File: src/rtl/cbus_rr_arbiter.sv
// cbus_rr_arbiter: round-robin owner of the shared cache bus, holding each grant for a whole burst
package cbus_pkg;
  typedef struct packed {
    logic        valid;
    logic        is_write;
    logic [2:0]  size;
    logic [31:0] addr;
    logic [3:0]  strobe;
    logic [31:0] data;
    logic [7:0]  len;
  } cbus_req_t;
  typedef struct packed {
    logic        ready;
    logic        last;
    logic [31:0] data;
  } cbus_resp_t;
endpackage

module cbus_rr_arbiter
  import cbus_pkg::*;
#(
  parameter int NUM_INPUTS = 2,
  parameter int IDX_W      = $clog2(NUM_INPUTS)
) (
  input  logic                        clk,
  input  logic                        reset,
  input  cbus_req_t [NUM_INPUTS-1:0]  ireqs,
  output cbus_resp_t [NUM_INPUTS-1:0] iresps,
  output cbus_req_t                   oreq,
  input  cbus_resp_t                  oresp,
  output logic                        busy,
  output logic [IDX_W-1:0]            grant_idx
);
  typedef enum logic {IDLE, BUSY} state_t;
  state_t                  r_state, w_next;
  logic [IDX_W-1:0]        r_grant, r_last, w_win;
  logic [NUM_INPUTS-1:0]   w_valid;
  logic                    w_any;
  cbus_req_t               w_greq;

  function automatic logic [IDX_W-1:0] wrap(input int j);
    return IDX_W'(j >= NUM_INPUTS ? j - NUM_INPUTS : j);
  endfunction

  assign busy      = (r_state == BUSY);
  assign grant_idx = r_grant;
  assign w_greq    = ireqs[r_grant];
  assign w_any     = |w_valid;

  // pick the first valid master after the previous winner, scanning upward with wrap
  always_comb begin
    w_win = r_last;
    for (int i = 0; i < NUM_INPUTS; i++) w_valid[i] = ireqs[i].valid;
    for (int k = NUM_INPUTS; k >= 1; k--)
      if (w_valid[wrap(int'(r_last) + k)]) w_win = wrap(int'(r_last) + k);
  end

  // route the owner's request out and memory's response back; end on last beat or owner abort
  always_comb begin
    w_next = r_state;
    oreq   = cbus_req_t'('0);
    iresps = '0;
    if (r_state == IDLE) begin
      w_next = w_any ? BUSY : IDLE;
    end else begin
      oreq           = w_greq.valid ? w_greq : cbus_req_t'('0);
      iresps[r_grant] = oresp;
      w_next         = (!w_greq.valid || (oresp.ready && oresp.last)) ? IDLE : BUSY;
    end
  end

  // state, grant and round-robin pointer; the winner is latched only when leaving IDLE
  always_ff @(posedge clk) begin
    if (reset) begin
      r_state <= IDLE;
      r_grant <= '0;
      r_last  <= IDX_W'(NUM_INPUTS - 1);
    end else begin
      r_state <= w_next;
      if (r_state == IDLE && w_any) begin
        r_grant <= w_win;
        r_last  <= w_win;
      end
    end
  end
endmodule

File: config.mk
export PLATFORM = sky130hd
export DESIGN_NAME = cbus_rr_arbiter
export DESIGN_NICKNAME = d
export VERILOG_FILES = /design/src/rtl/cbus_rr_arbiter.sv
export SDC_FILE = /design/constraint.sdc
export NUM_CORES = 1
export LEC_CHECK = 0
export BUFFER_PORTS_ARGS = -buffer_cell sky130_fd_sc_hd__buf_2
export CAP_MARGIN = 10
export CORE_AREA = 5 5 132 134
export DETAILED_ROUTE_END_ITERATION = 8
export DIE_AREA = 0 0 137 139
export GPL_ROUTABILITY_DRIVEN = 0
export PLACE_DENSITY_LB_ADDON = 0.05
export SYNTH_ARGS = -nofsm -noshare
export SYNTH_HDL_FRONTEND = slang
export SYNTH_SLANG_ARGS = --single-unit
File: constraint.sdc
create_clock -name clk -period 1.3 [get_ports clk]
set_input_delay 0.26 -clock clk [delete_from_list [all_inputs] [get_ports clk]]
set_output_delay 0.26 -clock clk [all_outputs]
set_load 0.01 [all_outputs]
Yosys cells after proc, flatten, opt, wreduce, memory -nomap -nowiden:

Cells that the tools add are included.

* input bits: 198
* word-level logic and storage cells: 39
* output and inout bits: 151
* flip-flop bits (word level): 3

* reduce and logical (&&, ||, !) cells: 6
* bitwise operators: 2
* multiplexer cells: 18
* add/subtract/negate cells: 4
* magnitude comparators: 6

Operators by type and width (number)
* two-way mux 81 bit: 4
* AND 68 bit: 1
* two-way mux 68 bit: 1
* demux 34 bit (select 1 bit): 1
* two-way mux 34 bit: 1
* two-way mux 1 bit: 11
* less-than comparator 1 x 2 -> 1 bit (second input constant): 3
* adder 1 x 2 -> 3 bit (second input constant): 1
* >= comparator 3 x 2 -> 1 bit (second input constant): 1
* logical AND 1 bit: 3
* adder 1 x 1 -> 2 bit (second input constant): 1
* >= comparator 2 bit (second input constant): 1
* OR reduction 2 bit: 1
* subtractor 1 bit (second input constant): 2
* >= comparator 1 bit (second input constant): 1
* zero test 1 bit: 1
* logical OR 1 bit: 1
* NOT 1 bit: 1

Depth between registers and ports, before layout:

Gate-level depths: netlist of the first run.

* depth in word-level cells: 7
* depth in mapped cells: 5
* gate-level depth less buffers: 3

Worst setup path before layout of the first run:

Ideal clock, no wire load.

* path type: reg2out
* start: register r_grant (netlist: grant_idx)
* end: output oreq[53] in the netlist's numbering
* arrival time: 1.179 ns
* cell stages (with the launch flop): 6
* required time: 1.040 ns
* buffers on the path: 2
* path slack: -0.139 ns
* path through: dfxtp_1 > buf_4 > mux2_4 > nand2_4 > buf_6 > nor2_1

RTL lines
* from (decl): RTL line 36 `logic [IDX_W-1:0] r_grant, r_last, w_win;`
* from (signal assigned): RTL line 81 `r_grant <= w_win;`
* to (decl): RTL line 29 `output cbus_req_t oreq,`

==> results.py, run 1 <==
metrics = {
    "critical_path": {
        "critical_path.slowest_cell": "sky130_fd_sc_hd__mux2_4",
        "rrSetupSlack_ps": 270,
        "start_kind": "register",
        "criticalPathCategory": "register to output port",
        "worst-path-buf-inv": 2,
        "rr_worst_depth": 3,
        "worst_path_cell_chain": "mux2_4 -> nand2_8 -> buf_12 -> nor2_1 -> buf_2",
        "worst_r2r_endpoint": "busy",
        "end_kind": "output port",
        "critical_path_arrival_ps": 1410,
        "worstPathMaxFanout": 17,
        "cp_top_family": "multiplexers",
        "timing.critical_path.required_ps": 1040,
        "critical-path-max-stage-delay_ps": 360,
        "crit-reg2reg-launch": "grant_idx",
    },
    "global_routing": {
        "number_of_global_route_vias_before_repair": 3216,
        "first_pass_grt_wire_length_um": 17100,
        "grtUsageTotal_pct": 11.3,
        "largest_net_degree_at_the_start_of_global_routing": 35,
        "grt_remaining_overflow": 0,
        "antenna_found_initial": 2,
    },
    "job": {
        "drv_cap": 0,
    },
    "cts": {
        "clock_sinks": 3,
        "clock-root-buffer": "sky130_fd_sc_hd__clkbuf_16",
        "ctsHtreeMaxLevel": 1,
        "worst_setup_hold_path_clk_slew_ps": 30,
        "cts_inserted_buffers": 3,
        "cts_tree": "yes",
        "ctsLongestPathBuffers": 2,
        "total_of_hold_buffers_inserted_after_clock_tree_synthesis": 0,
        "insertion_delay_ps": 220,
    },
    "synth": {
        "ys_top_cells_by_area": "sky130_fd_sc_hd__mux2i_1 (43%), sky130_fd_sc_hd__nor2_1 (17%), sky130_fd_sc_hd__and2_1 (11%)",
        "synth.ff_latch_count": 3,
        "postSynth.topFlopCell": "sky130_fd_sc_hd__dfxtp_1",
        "synth.yosys.warnings": 0,
        "syn_nets": 472,
        "synth.top_cell.area_share_pct": 42.8,
        "mappedNetlistArea_sq_um": 1870,
        "top_cell_type_by_total_area_after_synthesis": "sky130_fd_sc_hd__mux2i_1",
        "synth_edf_count": 0,
        "yosysMostFrequentCell": "sky130_fd_sc_hd__nor2_1",
        "synth_async_sr_flop_share_pct": 0,
        "post_synth.cell_area_avg_sq_um": 6.83,
        "synthesized_netlist_cell_count": 274,
        "leading_cell_types_by_count_after_synthesis": "sky130_fd_sc_hd__nor2_1 (84), sky130_fd_sc_hd__mux2i_1 (80), sky130_fd_sc_hd__and2_1 (34), sky130_fd_sc_hd__and3_1 (34), sky130_fd_sc_hd__clkbuf_1 (10)",
        "sequential_to_total_area_share_from_yosys_stat_pct": 3.21,
        "synth_cell_types": 19,
    },
    "routing": {
        "drt_first_pass_iters": 4,
        "postRouteWirelength_um": 12200,
        "vias": 3245,
        "drtIter0Drc": 29,
        "detailed_route_wire_length_per_cell_um": 14.4,
        "avgViaCountPerCell": 3.83,
        "antenna_violating_nets_post_route": 0,
        "drc": 0,
    },
    "floorplan": {
        "io_pins": 349,
        "initial_core_util_pct": 11.6,
        "die_height_um": 139,
        "floorplan.die_area_sq_um": 19000,
        "chipWidth_um": 137,
        "floorplan.rows": 47,
        "core-area_sq_um": 16200,
    },
    "sta": {
        "relSlewSlack_pct": 84.0,
        "rsz0062_at_grt": "true",
        "final.min_clock_period_ps": 1670,
        "achievable-frequency_ghz": 0.598,
        "fin_skew_ps": 0.435,
        "hold_viol": 0,
        "report.final.setup_viol": 151,
        "setup_ws_ps": -373,
        "timing_max_transition_violations_final": 0,
        "setup_tns_ps": -43030,
        "tightestPinTransition_ps": 234,
        "period_utilization_post_route_pct": 129,
    },
    "pwr": {
        "p_leak_nw": 2.56,
        "peak_supply_drop_mv": 0.308,
        "power_density_nw_per_um2": 482,
    },
    "worst_hold_path": {
        "min_delay_path_depth": 2,
        "critical_hold_path_startpoint": "reset",
        "hold_path_end": "grant_idx",
        "hold_path.class": "primary input to register",
    },
    "placed_design": {
        "dpl.hpwl_um": 10600,
        "portBuffers": 348,
    },
    "finish": {
        "fraction_of_final_layout_cells_sized_beyond_drive_strength_1_pct": 62.9,
        "final_net_count": 827,
        "antennaDiodeCount": 0,
        "final_core_util_pct": 26.6,
        "area.growth.synth_to_final_pct": 130,
    },
    "outcome": {
        "failed_checks": "setup timing",
        "run_status": "finished with violations",
    },
}
-- metrics by stage --
stage	cells	hold slack (ps)	instance area, sq um	worst slack [ps]	power [mW]
5_1_grt	848	218	4300	-435	2.24
3_5_place_dp	840	448	4050	-165	1.53
2_1_floorplan	274	325	1920	-50.3	0.820
3_3_place_gp	840	454	4050	-161	1.54
6_report	848	216	4300	-373	2.07
4_1_cts	847	216	4210	-395	2.08
-- cell families (layout without fill, tap and decap cells) --
| kind of cell | count (synthesis) | count (layout) | share of synthesized area (%) |
|---|---|---|---|
| buffers and inverters | 30 | 383 | 10.4 |
| AO/OA/AOI/OAI | 3 | 3 | 1.40 |
| AND/OR/NAND/NOR | 157 | 158 | 41.3 |
| multiplexers | 81 | 81 | 43.6 |
| flip-flops | 3 | 3 | 3.21 |
-- worst register-to-register path, delay by kind of cell (launching register included) --
kind / cells / cell delay [ps]
muxes: 1 / 360
and+or+nand+nor: 1 / 50
AOI/OAI and AO/OA: 1 / 160
DFF: 1 / 350
-- area by class of cell --
class	instances	area [sq um]
flip-flops and latches	3	63.8
inverters	2	7.51
multi-input cells	242	1670
fillers	1820	11900
repair buffers	377	2200
clock buffers	4	78.8
well taps	220	275
-- routing by layer --
layer / track usage, % / share of wire, % / up-vias
met5: 0 / 0.33 / -
met4: 2.21 / 1.3 / 4
met3: 3.12 / 11 / 16
met2: 24.1 / 57 / 204
met1: 10.0 / 31 / 1387
li1: - / - / 1634
-- state kept, by name (all words and copies together) (netlist names) --
name       count
busy           1
grant_idx      1
r_last         1
-- what timing repair did --
action                     4_1_cts  5_1_grt
gates cloned                     1        1
pin swaps                        0        0
resized for setup               13       12
setup buffers                    2        0
setup endpoints to repair      150      151
-- power by group --
group          leakage [nW]  total, mW  internal, mW  switching (mW)
sequential           0.0256      0.107         0.101         0.00658
clock                0.0382      0.490         0.405          0.0851
combinational          2.50       1.47         0.781           0.693
total                  2.56       2.07          1.29           0.784
-- worst max path at each step --
| stage | cells past startpoint | end | start | slack, ps |
|---|---|---|---|---|
| 2_1_floorplan | 5 | oreq[53] | grant_idx | -50 |
| 3_3_place_gp | 5 | oreq[79] | grant_idx | -160 |
| 3_5_place_dp | 5 | oreq[11] | grant_idx | -170 |
| 4_1_cts | 5 | oreq[68] | grant_idx | -400 |
| 5_1_grt | 5 | oreq[29] | grant_idx | -440 |
| 6_report | 5 | oreq[68] | grant_idx | -370 |
-- cell usage in the layout (no fill, tap or decap), types with 2 or more instances in the layout --
cell type,count
sky130_fd_sc_hd__nor2_2,8
sky130_fd_sc_hd__mux2i_1,80
sky130_fd_sc_hd__dfxtp_1,2
sky130_fd_sc_hd__clkbuf_16,4
sky130_fd_sc_hd__nor2_1,75
sky130_fd_sc_hd__buf_12,11
sky130_fd_sc_hd__buf_4,13
sky130_fd_sc_hd__nand2_1,2
sky130_fd_sc_hd__buf_6,9
sky130_fd_sc_hd__and3_1,33
sky130_fd_sc_hd__buf_8,2
sky130_fd_sc_hd__buf_2,340
sky130_fd_sc_hd__and2_1,34
(Power assumes the default switching activity.)
==> run 2, diff against run 1 <==
Settings changed: CTS_CLUSTER_DIAMETER set to 200, RECOVER_POWER set to 25, SKIP_CTS_REPAIR_TIMING set to 1.
==> results.py, run 2 (synthesis results as in run 1) <==
metrics = {
    "outcome": {
        "run_status": "finished with violations",
        "failed_checks": "setup timing",
    },
    "critical_path": {
        "critical-path-max-stage-delay_ps": 360,
        "worstPathMaxFanout": 17,
        "cp_top_family": "multiplexers",
        "timing.critical_path.required_ps": 1040,
        "criticalPathCategory": "register to output port",
        "rrSetupSlack_ps": 160,
        "crit-reg2reg-launch": "busy",
        "worst_r2r_endpoint": "r_last",
        "worst_path_cell_chain": "mux2_4 -> nand2_8 -> buf_12 -> nor2_1 -> buf_2",
        "start_kind": "register",
        "rr_worst_depth": 4,
        "end_kind": "output port",
        "critical_path_arrival_ps": 1420,
        "worst-path-buf-inv": 2,
        "critical_path.slowest_cell": "sky130_fd_sc_hd__mux2_4",
    },
    "cts": {
        "cts_tree": "yes",
        "ctsHtreeMaxLevel": 1,
        "ctsLongestPathBuffers": 2,
        "clock_sinks": 3,
        "clock-root-buffer": "sky130_fd_sc_hd__clkbuf_16",
        "cts_inserted_buffers": 3,
        "insertion_delay_ps": 220,
        "worst_setup_hold_path_clk_slew_ps": 30,
    },
    "pwr": {
        "internal_power_mw": 1.32,
        "p_leak_nw": 2.60,
        "power.share.switching_pct": 38.0,
        "share_seq_of_total_power_pct": 5.1,
        "peak_supply_drop_mv": 0.308,
        "reported_net_switching_power_mw": 0.809,
        "power_frac_comb_pct": 71.9,
        "power_density_nw_per_um2": 489,
        "report.power.total_mw": 2.13,
        "clock_power_share_pct": 23.0,
    },
    "sta": {
        "achievable-frequency_ghz": 0.597,
        "report.final.setup_viol": 151,
        "fin_skew_ps": 0.440,
        "period_utilization_post_route_pct": 129,
        "relSlewSlack_pct": 84.0,
        "final.min_clock_period_ps": 1680,
        "rsz0062_at_grt": "true",
        "hold_viol": 0,
        "setup_ws_ps": -376,
        "timing_max_transition_violations_final": 0,
        "tightestPinTransition_ps": 234,
    },
    "floorplan": {
        "die_height_um": 139,
        "core-area_sq_um": 16200,
        "chipWidth_um": 137,
        "floorplan.rows": 47,
        "io_pins": 349,
        "initial_core_util_pct": 11.6,
        "floorplan.die_area_sq_um": 19000,
    },
    "global_routing": {
        "number_of_global_route_vias_before_repair": 3194,
        "largest_net_degree_at_the_start_of_global_routing": 35,
        "grt_remaining_overflow": 0,
        "first_pass_grt_wire_length_um": 16900,
        "grtUsageTotal_pct": 11.1,
        "antenna_found_initial": 2,
    },
    "routing": {
        "drt_first_pass_iters": 4,
        "detailed_route_wire_length_per_cell_um": 14.9,
        "drtIter0Drc": 45,
        "vias": 3271,
        "postRouteWirelength_um": 12700,
        "drc": 0,
        "avgViaCountPerCell": 3.83,
        "antenna_violating_nets_post_route": 0,
    },
    "finish": {
        "mostFrequentLayoutCells": "sky130_fd_sc_hd__buf_2 (341), sky130_fd_sc_hd__mux2i_1 (80), sky130_fd_sc_hd__nor2_1 (75), sky130_fd_sc_hd__and3_1 (34), sky130_fd_sc_hd__and2_1 (34)",
        "final_common_cell": "sky130_fd_sc_hd__buf_2",
        "area.growth.synth_to_final_pct": 133,
        "postLayoutCellArea_sq_um": 4360,
        "fraction_of_final_layout_cells_sized_beyond_drive_strength_1_pct": 63.2,
        "antennaDiodeCount": 0,
        "final_net_count": 832,
    },
    "worst_hold_path": {
        "critical_hold_path_startpoint": "reset",
        "hold_path.class": "primary input to register",
        "hold_path_end": "grant_idx",
        "min_delay_path_depth": 2,
    },
    "job": {
        "drv_cap": 0,
    },
    "placed_design": {
        "portBuffers": 348,
        "dpl.hpwl_um": 10600,
        "dpl_cell_area_sq_um": 4050,
    },
}
==> run 2: layout make-up <==
cell class | instances | area, sq um
clock buffers | 4 | 78.8
fillers | 1816 | 11800
inverters | 2 | 7.51
multi-input cells | 242 | 1660
flip-flops and latches | 3 | 65.1
well taps | 220 | 275
repair buffers | 382 | 2270
==> run 2: worst reg2reg max path: stages (launching register included) <==
cell and delay [ps]:
sky130_fd_sc_hd__dfxtp_2 320, sky130_fd_sc_hd__buf_8 140, sky130_fd_sc_hd__buf_4 140, sky130_fd_sc_hd__nand2b_1 150
sky130_fd_sc_hd__a211o_1 290
==> run 2: per-layer routing <==
metal  GRT usage [%]  vias up  wire (um)
met3            3.12       16       1330
li1                -     1646          -
met2            23.7      204       7200
met5               0        -         40
met1            9.94     1401       3970
met4            2.21        4        161
==> run 2: metrics by stage <==
stage	utilization, %	cells	setup WS, ps	setup TNS [ps]	hold slack (ps)
6_report	26.9	853	-376	-45920	216
5_1_grt	26.9	853	-442	-55110	218
4_1_cts	25.5	844	-408	-52850	216
3_5_place_dp	25.0	840	-165	-17080	448
3_3_place_gp	25.0	840	-161	-16640	454
2_1_floorplan	-	274	-50.3	-3920	325
==> run 2: power groups by stage <==
stage	logic, mW	registers, mW	clock network, mW
2_1_floorplan	0.710	0.110	0
3_3_place_gp	1.43	0.108	0
3_5_place_dp	1.42	0.108	0
4_1_cts	1.43	0.107	0.498
5_1_grt	1.68	0.110	0.509
6_report	1.53	0.108	0.490
==> run 2: how the worst max path moves through the flow <==
stage                    from        to  slack [ps]  cells past startpoint
global placement    grant_idx  oreq[79]        -160                      5
CTS                 grant_idx  oreq[68]        -410                      5
global route        grant_idx  oreq[29]        -440                      5
detailed placement  grant_idx  oreq[11]        -170                      5
floorplan           grant_idx  oreq[53]         -50                      5
finish              grant_idx  oreq[68]        -380                      5
==> run 3, diff against run 2 <==
Clock period 1.3 ns to 2.1 ns, I/O delays scaled along.
==> results.py, run 3 (synthesis results as in run 1) <==
metrics = {
    "pwr": {
        "share_seq_of_total_power_pct": 6.1,
        "power_density_nw_per_um2": 299,
        "internal_power_mw": 0.694,
        "power_frac_comb_pct": 67.4,
        "p_leak_nw": 2.27,
        "power.share.switching_pct": 39.6,
        "clock_power_share_pct": 26.5,
        "peak_supply_drop_mv": 0.177,
        "reported_net_switching_power_mw": 0.455,
    },
    "global_routing": {
        "grtUsageTotal_pct": 11.1,
        "first_pass_grt_wire_length_um": 17000,
        "antenna_found_initial": 0,
        "grt_remaining_overflow": 0,
        "number_of_global_route_vias_before_repair": 3097,
        "largest_net_degree_at_the_start_of_global_routing": 55,
    },
    "critical_path": {
        "timing.critical_path.required_ps": 1680,
        "start_kind": "register",
        "critical-path-max-stage-delay_ps": 400,
        "critical_path_arrival_ps": 1570,
        "end_kind": "output port",
        "criticalPathCategory": "register to output port",
        "worstPathMaxFanout": 27,
        "worst_path_cell_chain": "mux2_4 -> nand2_4 -> buf_4 -> nor2_1 -> buf_2",
        "critical_path.slowest_cell": "sky130_fd_sc_hd__dfxtp_4",
    },
    "routing": {
        "avgViaCountPerCell": 3.77,
        "antenna_violating_nets_post_route": 0,
        "drtIter0Drc": 82,
        "drc": 0,
        "postRouteWirelength_um": 11700,
        "drt_first_pass_iters": 4,
        "detailed_route_wire_length_per_cell_um": 14.2,
        "vias": 3112,
    },
    "sta": {
        "hold_viol": 0,
        "relSlewSlack_pct": 73.6,
        "achievable-frequency_ghz": 0.502,
        "final.min_clock_period_ps": 1990,
        "timing_max_transition_violations_final": 0,
        "rsz0062_at_grt": "false",
        "setup_tns_ps": 0,
        "report.final.setup_viol": 0,
        "period_utilization_post_route_pct": 94.8,
        "tightestPinTransition_ps": 396,
        "fin_skew_ps": 1.12,
    },
    "floorplan": {
        "chipWidth_um": 137,
        "floorplan.die_area_sq_um": 19000,
        "floorplan.rows": 47,
        "io_pins": 349,
        "die_height_um": 139,
        "core-area_sq_um": 16200,
        "initial_core_util_pct": 11.6,
    },
    "placed_design": {
        "portBuffers": 348,
        "dpl.hpwl_um": 9970,
        "dpl_cell_area_sq_um": 3800,
    },
    "finish": {
        "final_common_cell": "sky130_fd_sc_hd__buf_2",
        "fraction_of_final_layout_cells_sized_beyond_drive_strength_1_pct": 54.6,
        "area.growth.synth_to_final_pct": 105,
        "final_net_count": 805,
        "mostFrequentLayoutCells": "sky130_fd_sc_hd__buf_2 (316), sky130_fd_sc_hd__nor2_1 (84), sky130_fd_sc_hd__mux2i_1 (80), sky130_fd_sc_hd__and3_1 (34)",
        "postLayoutCellArea_sq_um": 3840,
        "antennaDiodeCount": 0,
        "final_core_util_pct": 23.7,
    },
    "cts": {
        "worst_setup_hold_path_clk_slew_ps": 30,
        "clock_sinks": 3,
        "cts_tree": "yes",
        "ctsLongestPathBuffers": 2,
        "ctsHtreeMaxLevel": 1,
        "clock-root-buffer": "sky130_fd_sc_hd__clkbuf_16",
        "cts_inserted_buffers": 3,
        "insertion_delay_ps": 220,
    },
    "outcome": {
        "run_status": "complete, no violations",
    },
    "job": {
        "drv_cap": 0,
    },
    "worst_hold_path": {
        "hold_path.class": "primary input to register",
    },
}
## run 3: cell type report
class                           count  area [sq um]
Sequential cell                     3          63.8
Tap cell                          220           275
Inverter                            2          7.51
Timing Repair Buffer              356          1800
Fill cell                        1845         12300
Clock buffer                        4          78.8
Multi-Input combinational cell    241          1620
## run 3: worst paths after layout
kind / startpoint / endpoint / slack (ps) / cells after the start
setup / recovery: grant_idx / oreq[41] / 110 / 5
hold / removal: reset / grant_idx / 390 / 2
setup reg to reg: busy / r_last / 920 / 3
hold reg to reg: r_last / r_last / 510 / 1
## run 3: per-layer routing
layer	part of all wire, %	GRT usage (%)	up-vias
met5	0	0	-
met4	1.0	1.84	0
met3	9.4	2.43	11
met2	56	23.3	167
met1	33	10.9	1344
li1	-	-	1590
## run 3: stage by stage
step,worst slack (ps),power [mW],cells,hold WS (ps)
finish,109,1.15,826,385
detailed placement,218,0.869,822,490
CTS,65.0,1.18,826,383
global placement,255,0.872,822,495
floorplan,501,0.490,274,459
global route,6.28,1.25,826,409
## run 3: worst max-delay path, delay by kind of cell, from the launching register on
kind	cells	cell delay [ps]
buffers and inverters	2	430
multiplexers	1	340
AND/OR/NAND/NOR	2	170
flip-flops	1	400
## run 3: power groups by stage
stage,Combinational (mW),Clock (mW),Sequential (mW)
2_1_floorplan,0.422,0,0.0677
3_3_place_gp,0.800,0,0.0718
3_5_place_dp,0.797,0,0.0715
4_1_cts,0.800,0.309,0.0709
5_1_grt,0.862,0.317,0.0716
6_report,0.775,0.304,0.0702
